[config.mk]
export PLATFORM = sky130hd
export DESIGN_NAME = mode_controller
export DESIGN_NICKNAME = d
export VERILOG_FILES = /design/src/rtl/mode_controller.sv
export SDC_FILE = /design/constraint.sdc
export NUM_CORES = 1
export LEC_CHECK = 0
export ABC_AREA = 1
export CORE_MARGIN = 4
export CORE_UTILIZATION = 61
export DETAILED_ROUTE_END_ITERATION = 16
export PLACE_DENSITY = 0.82
export SLEW_MARGIN = 15
export SYNTH_ARGS = -nofsm -noshare
export SYNTH_HDL_FRONTEND = slang
export SYNTH_SLANG_ARGS = --single-unit
[constraint.sdc]
create_clock -name mclk -period 2.37 [get_ports mclk]
set_input_delay 0.3555 -clock mclk [delete_from_list [all_inputs] [get_ports mclk]]
set_output_delay 0.3555 -clock mclk [all_outputs]
set_load 0.05 [all_outputs]
[src/rtl/mode_controller.sv]
// mode_controller: front end for the clock datapath.
//   Synchronises and debounces six push-buttons, turns accepted presses into one-mclk
//   pulses, runs the clk_mode / timer_mode state machines with their interlock, and
//   drops back to default mode after an inactivity timeout.
// Ports:
//   mclk        main clock
//   rst         asynchronous reset, active-low
//   pButton     raw buttons: [0] button1 [1] button2 [2] button3 [3] setampm [4] mode [5] timer
//   vButton     registered one-mclk pulses, same bit map (bits 2:0 gated by edit_active)
//   clk_mode    0 default, 1 set time, 2 set alarm, 3 set date
//   timer_mode  0 off, 1 set timer, 2 show/run timer
//   edit_active clk_mode != 0 or timer_mode == 1
module mode_controller #(
  parameter int unsigned M_FREQ     = 10,
  parameter int unsigned DEB_CYCLES = 4,
  parameter int unsigned TIMEOUT_S  = 3
) (
  input  logic       mclk,
  input  logic       rst,
  input  logic [5:0] pButton,
  output logic [5:0] vButton,
  output logic [1:0] clk_mode,
  output logic [1:0] timer_mode,
  output logic       edit_active
);

  localparam int unsigned DebW  = $clog2(DEB_CYCLES) + 1;
  localparam int unsigned PreW  = $clog2(M_FREQ) + 1;
  localparam int unsigned IdleW = $clog2(TIMEOUT_S) + 1;

  localparam logic [1:0] ClkDefault = 2'd0;
  localparam logic [1:0] TmrOff     = 2'd0;
  localparam logic [1:0] TmrSet     = 2'd1;
  localparam logic [1:0] TmrRun     = 2'd2;

  logic [5:0]      sync1_q, sync_q;
  logic [5:0]      stable_q, stable_d;
  logic [5:0]      prev_q;
  logic [5:0]      armed_q, armed_d;
  logic [1:0]      fill_q, fill_d;
  logic            sync_valid;
  logic [DebW-1:0] deb_cnt_q [6];
  logic [DebW-1:0] deb_cnt_d [6];
  logic [5:0]      raw;
  logic [5:0]      vbutton_d;
  logic [1:0]      clk_mode_q, clk_mode_d;
  logic [1:0]      timer_mode_q, timer_mode_d;
  logic [PreW-1:0] pre_q, pre_d;
  logic [IdleW-1:0] idle_q, idle_d;
  logic            timeout;

  // The sync chain holds reset zeros for two edges; those must not count as a
  // genuine released sample, otherwise a button held through reset would pulse.
  assign sync_valid = (fill_q == 2'd2);
  assign fill_d     = sync_valid ? fill_q : fill_q + 2'd1;

  // A bit may only pulse once a real released sample has been seen after reset.
  assign armed_d = armed_q | ({6{sync_valid}} & ~sync_q);

  always_comb begin
    stable_d = stable_q;
    for (int i = 0; i < 6; i++) begin
      deb_cnt_d[i] = '0;
      if (sync_q[i] != stable_q[i]) begin
        if (deb_cnt_q[i] == DebW'(DEB_CYCLES - 1)) begin
          stable_d[i] = sync_q[i];
        end else begin
          deb_cnt_d[i] = deb_cnt_q[i] + DebW'(1);
        end
      end
    end
  end

  assign raw         = stable_q & ~prev_q & armed_q;
  assign edit_active = (clk_mode_q != ClkDefault) || (timer_mode_q == TmrSet);
  assign timeout     = (idle_q == IdleW'(TIMEOUT_S));
  assign vbutton_d   = {raw[5:3], raw[2:0] & {3{edit_active}}};

  always_comb begin
    clk_mode_d   = clk_mode_q;
    timer_mode_d = timer_mode_q;
    pre_d        = pre_q;
    idle_d       = idle_q;
    if (|raw) begin
      // Any press restarts the idle timer and beats a coincident timeout.
      pre_d  = '0;
      idle_d = '0;
      if (raw[4] && (timer_mode_q == TmrOff)) begin
        clk_mode_d = clk_mode_q + 2'd1;  // 3 wraps to 0
      end else if (raw[5] && (clk_mode_q == ClkDefault)) begin
        case (timer_mode_q)
          TmrOff:  timer_mode_d = TmrSet;
          TmrSet:  timer_mode_d = TmrRun;
          default: timer_mode_d = TmrOff;
        endcase
      end
    end else if (timeout) begin
      clk_mode_d = ClkDefault;
      if (timer_mode_q == TmrSet) begin
        timer_mode_d = TmrOff;
      end
      pre_d  = '0;
      idle_d = '0;
    end else if (!edit_active) begin
      pre_d  = '0;
      idle_d = '0;
    end else if (pre_q == PreW'(M_FREQ - 1)) begin
      pre_d  = '0;
      idle_d = idle_q + IdleW'(1);
    end else begin
      pre_d = pre_q + PreW'(1);
    end
  end

  always_ff @(posedge mclk or negedge rst) begin
    if (!rst) begin
      sync1_q      <= '0;
      sync_q       <= '0;
      stable_q     <= '0;
      prev_q       <= '0;
      armed_q      <= '0;
      fill_q       <= '0;
      vButton      <= '0;
      clk_mode_q   <= ClkDefault;
      timer_mode_q <= TmrOff;
      pre_q        <= '0;
      idle_q       <= '0;
      for (int i = 0; i < 6; i++) begin
        deb_cnt_q[i] <= '0;
      end
    end else begin
      sync1_q      <= pButton;
      sync_q       <= sync1_q;
      stable_q     <= stable_d;
      prev_q       <= stable_q;
      armed_q      <= armed_d;
      fill_q       <= fill_d;
      vButton      <= vbutton_d;
      clk_mode_q   <= clk_mode_d;
      timer_mode_q <= timer_mode_d;
      pre_q        <= pre_d;
      idle_q       <= idle_d;
      for (int i = 0; i < 6; i++) begin
        deb_cnt_q[i] <= deb_cnt_d[i];
      end
    end
  end

  assign clk_mode   = clk_mode_q;
  assign timer_mode = timer_mode_q;

endmodule

-- Word level (Yosys, flattened, before mapping)
Index checks and enable logic that the tools add are counted.
- output and inout port bits: 11
- logic and storage cells: 105
- bits of input ports: 8
- register bits after elaboration: 68
- reduce and logical (&&, ||, !) cells: 17
- bitwise gates (word level): 7
- eq/ne operators: 20
- add/sub/neg operators: 10
- mux-type cells: 29
- operators by type and width (operator ; count):
    2-to-1 mux 3 bit ; 16
    adder 3 x 1 -> 3 bit (second input constant) ; 7
    == test 3 x 2 -> 1 bit (second input constant) ; 7
    2-to-1 mux 5 bit ; 4
    bitwise AND 6 bit ; 3
    2-to-1 mux 2 bit ; 8
    AND reduction 2 bit ; 7
    inverter 6 bit ; 2
    != test 1 bit ; 6
    OR 6 bit ; 1
    nonzero test 2 bit ; 3
    OR reduction 6 bit ; 1
    adder 5 x 1 -> 5 bit (second input constant) ; 1
    == test 5 x 4 -> 1 bit (second input constant) ; 1
    adder 2 x 1 -> 2 bit (second input constant) ; 2
    logical NOT 2 bit ; 2
    != test 2 x 1 -> 1 bit (second input constant) ; 2
    != test 4 x 1 -> 1 bit (second input constant) ; 1
    case mux 2 bit (2 select lines) ; 1
    AND reduction 4 bit ; 1
    bitwise AND 3 bit ; 1
    == test 2 x 1 -> 1 bit (second input constant) ; 1
    == test 2 bit (second input constant) ; 1
    logical AND 1 bit ; 2
    2 further kinds ; 2

-- Depth between registers and ports, before layout
- word-level depth: 7
- depth in mapped cells: 8
- gate-level depth less buffers: 8

-- Worst setup path after synthesis
No wires, ideal clock.
- path kind: register -> output
- start point: register clk_mode_q[0], in the netlist clk_mode[0]
- end point: output port edit_active
- path slack: 630 ps
- cell stages (with the launch flop): 4
- required time: 2014 ps
- buffers on the path: 0
- arrival time: 1385 ps
- path through: dfrtp_1 -> inv_1 -> ha_1 -> nand2_1
- word-level cells in the longest chain between the ends: 2
- ends and longest elaborated chain (item ; RTL line ; source):
    from (decl) ; 46 ; logic [1:0] clk_mode_q, clk_mode_d;
    from (signal assigned) ; 124 ; clk_mode_q <= ClkDefault;
    from (signal assigned) ; 139 ; clk_mode_q <= clk_mode_d;
    nonzero test 2 bit ; 75 ; assign edit_active = (clk_mode_q != ClkDefault) || (timer_mode_q == TmrSet);
    logical OR 1 bit ; 75 ;
    to (decl) ; 24 ; output logic edit_active
Every way passes these cells.

-- Worst setup path in the final report
- start point: register clk_mode_q[0], in the netlist clk_mode[0]
- end point: output port clk_mode[0]
- RTL lines (item ; RTL line ; source):
    to (decl) ; 22 ; output logic [1:0] clk_mode,
No word-level cell between the ends.

==> run_results.csv <==
group,metric,value,unit
status,outcome,"completed",
logic_synthesis,yosysTopAreaCell,"dfrtp_1",
timing,setup_tns,0,ns
logic_synthesis,synth.top_cell.area_share,64.92,%
drt,vias,1525,
power_and_ir_drop,ir_worst_vdd,828.7,uV
clocking,post_cts_buffers,0,
power_and_ir_drop,p_leak,0.001503,uW
global_routing,grt_pass1_wl,6879,um
setup_path,crit_path_max_fanout,4,
floorplanning,chipHeight,73.55,um
drt,wire_per_inst,13.58,um
placement,gp_congestion,0.7862,
floorplanning,rows,23,
logic_synthesis,synth_xor_area_share,3.341,%
clocking,clk_latency,0.34,ns
clocking,clkSinkCount,68,
finish,fin_nets,263,
finish,layout-drive-gt1-share,15.73,%
power_and_ir_drop,powerDensity,1303,nW/um^2
clocking,post_cts_resized,0,
logic_synthesis,yosys_warnings,0,
drt,vias_per_cell,5.117,
clocking,clkTransAtPathRegs,0.07,ns
timing,slew_headroom,56.28,%
setup_path,path_class,"flop to output port",
clocking,cts_tree,"yes",
setup_path,cp_top_family,"buffers and inverters",
logic_synthesis,synth_compound_area_share,3.437,%
timing,finalCritPeriodShare,80.60,%
logic_synthesis,ys_top_cells_by_count,"dfrtp_1, inv_1, nand2_1",
clocking,root_buffer,"clkbuf_8",
drt,drt-met1-wl,1787,um
logic_synthesis,synthMuxAreaShare,3.532,%
global_routing,antenna_found_initial,0,
logic_synthesis,ys_types,24,
placement,dpl.hpwl,2811,um
drt,route.detailed.drc,0,
floorplanning,die_area,5410,sq um
hold_path,hold_path_class,"primary input to async pin",
logic_synthesis,yosys.area_share.simple,15.18,%
setup_path,cp.required,2.01,ns
clocking,ctsHoldBuffers,0,
drt,drt-total-wl,4048,um
placement,portBuffers,18,
drt,dr_wl_met2,2009,um
timing,hold_violations,0,
setup_path,cpPeakStageDelay,0.83,ns
timing,tightest_slew,0.6557,ns
finish,nFillCells,254,
finish,areaGrowthSynthToFinish,18.85,%
global_routing,grt_pass1_vias,1558,
timing,clock.fmax,0.5235,GHz
logic_synthesis,ys_seq_area_share,64.92,%
logic_synthesis,ys.flop_type,"dfrtp_1",
floorplanning,pin_count,19,
logic_synthesis,synth_enable_flop_cells,0,
timing,setup_slack,0.4599,ns
timing,skew,0.004071,ns
logic_synthesis,synth_area,2621,sq um
logic_synthesis,netlist_instances,213,
finish,diodes,0,
setup_path,crit_chain,"clkdlybuf4s50_1",
drt,drt.antenna.violating_nets,0,
logic_synthesis,syn_nets,233,
setup_path,endpoint_kind,"output port",
clocking,htree_levels,3,
timing,grt_setup_unrepaired,"false",
timing,maxSlewViolCount,0,
floorplanning,initial_core_util,64.15,%
logic_synthesis,synth_top_family_by_area,"simple AND/OR/NAND/NOR gates",
logic_synthesis,synthArstFlopShare,100.0,%
global_routing,grt_max_degree,40,
drt,top_layer,"met4",
setup_path,arrival,1.55,ns
drt,dr.first_iter.drc_count,48,
logic_synthesis,synth_fa_ha_area_share,5.728,%
setup_path,worst-path-buf-inv,1,
setup_path,start_kind,"flop",
timing,fin_crit,1.910,ns
logic_synthesis,synthTopCellsByArea,"dfrtp_1, ha_1, inv_1",
drt,firstDrtPassIters,4,
clocking,cts_buffer_depth,2,
drt,met3WireLength,115,um
floorplanning,core,4086,sq um
global_routing,grt.overflow.total,0,
logic_synthesis,syn_area_per_cell,12.31,sq um
logic_synthesis,synth_most_common_cell,"dfrtp_1",
floorplanning,die_w,73.55,um
timing,setup_viol_count_final,0,
placement,pre_cts_ws,0.8225,ns
setup_path,slowest_stage,"clkdlybuf4s50_1",
clocking,cts_inserted_buffers,9,
global_routing,grt_util_all_layers,17.63,%
job,drv_cap,0,
logic_synthesis,ys_ff_latch,68,
[power by group]
group,total (uW),internal [uW],leakage [uW],switching [uW]
Clock,1110,694,0.000115,421
Sequential,1620,1440,0.000838,176
Combinational,1330,487,0.000550,839
Total,4060,2620,0.00150,1440
[flip-flops by register name, summed over array words and instances (netlist names)]
signal      cells
deb_cnt_q      18
armed_q         6
prev_q          6
stable_q        6
sync1_q         6
sync_q          6
vButton         6
pre_q           5
idle_q          3
clk_mode        2
fill_q          2
timer_mode      2
[routing by layer]
| layer | vias to the layer above | track usage [%] |
|---|---|---|
| met5 | - | 0 |
| met4 | 0 | 13.28 |
| met3 | 12 | 5.198 |
| met2 | 21 | 26.97 |
| met1 | 747 | 20.92 |
| li1 | 745 | - |
[cell families (layout without fill, tap and decap cells)]
kind of cell,after synthesis,after routing
and+or+nand+nor,76,76
DFF,68,68
buffers and inverters,27,62
adders and majority gates,12,12
AOI/OAI and AO/OA,12,12
xor gates and xnor gates,10,10
muxes,8,8
[per-stage QoR]
step           power [uW]  hold slack [ns]  std cells  cell area (sq um)  util [%]
2_1_floorplan        2566          0.05991        213               2621         -
3_3_place_gp         2905           0.3321        282               2877     70.39
3_5_place_dp         2965           0.3347        282               2877     70.39
4_1_cts              4094          0.05941        298               3115     76.24
5_1_grt              4280          0.09294        298               3115     76.24
6_report             4059          0.04556        298               3115     76.24
[worst paths after layout]
path / start / endpoint / slack, ns / cells after the start
hold reg to reg: sync1_q[5]$_DFF_PN0_ / sync_q[5]$_DFF_PN0_ / 0.35 / 0
max in group asynchronous: rst / fill_q[0]$_DFFE_PN0P_ / 1.71 / 2
min in group mclk: sync1_q[5]$_DFF_PN0_ / sync_q[5]$_DFF_PN0_ / 0.35 / 0
hold / removal: rst / deb_cnt_q[4]$_DFF_PN0_ / 0.05 / 1
setup reg to reg: idle_q[0]$_DFFE_PN0P_ / idle_q[1]$_DFFE_PN0P_ / 1.06 / 5
setup / recovery: clk_mode[0]$_DFFE_PN0P_ / clk_mode[0] / 0.46 / 1
[cell usage in the layout (no fill, tap or decap), types with 8 or more instances in the layout]
cell,n
clkdlybuf4s50_1,16
dfrtp_1,68
clkbuf_8,9
inv_1,27
ha_1,12
nand3_1,9
xnor2_1,8
nand2_1,25
nor2_1,16
[layout make-up]
cell class / count / area (sq um) / share of cell area [%]
clock buffer: 9 / 123.9 / 3.976
clock inverter: 7 / 115.1 / 3.695
inverter: 27 / 101.3 / 3.253
multi-input combinational: 118 / 818.3 / 26.27
sequential: 68 / 1702 / 54.62
tap: 50 / 62.56 / 2.008
timing repair buffer: 19 / 192.7 / 6.185
(Power assumes the default switching activity.)
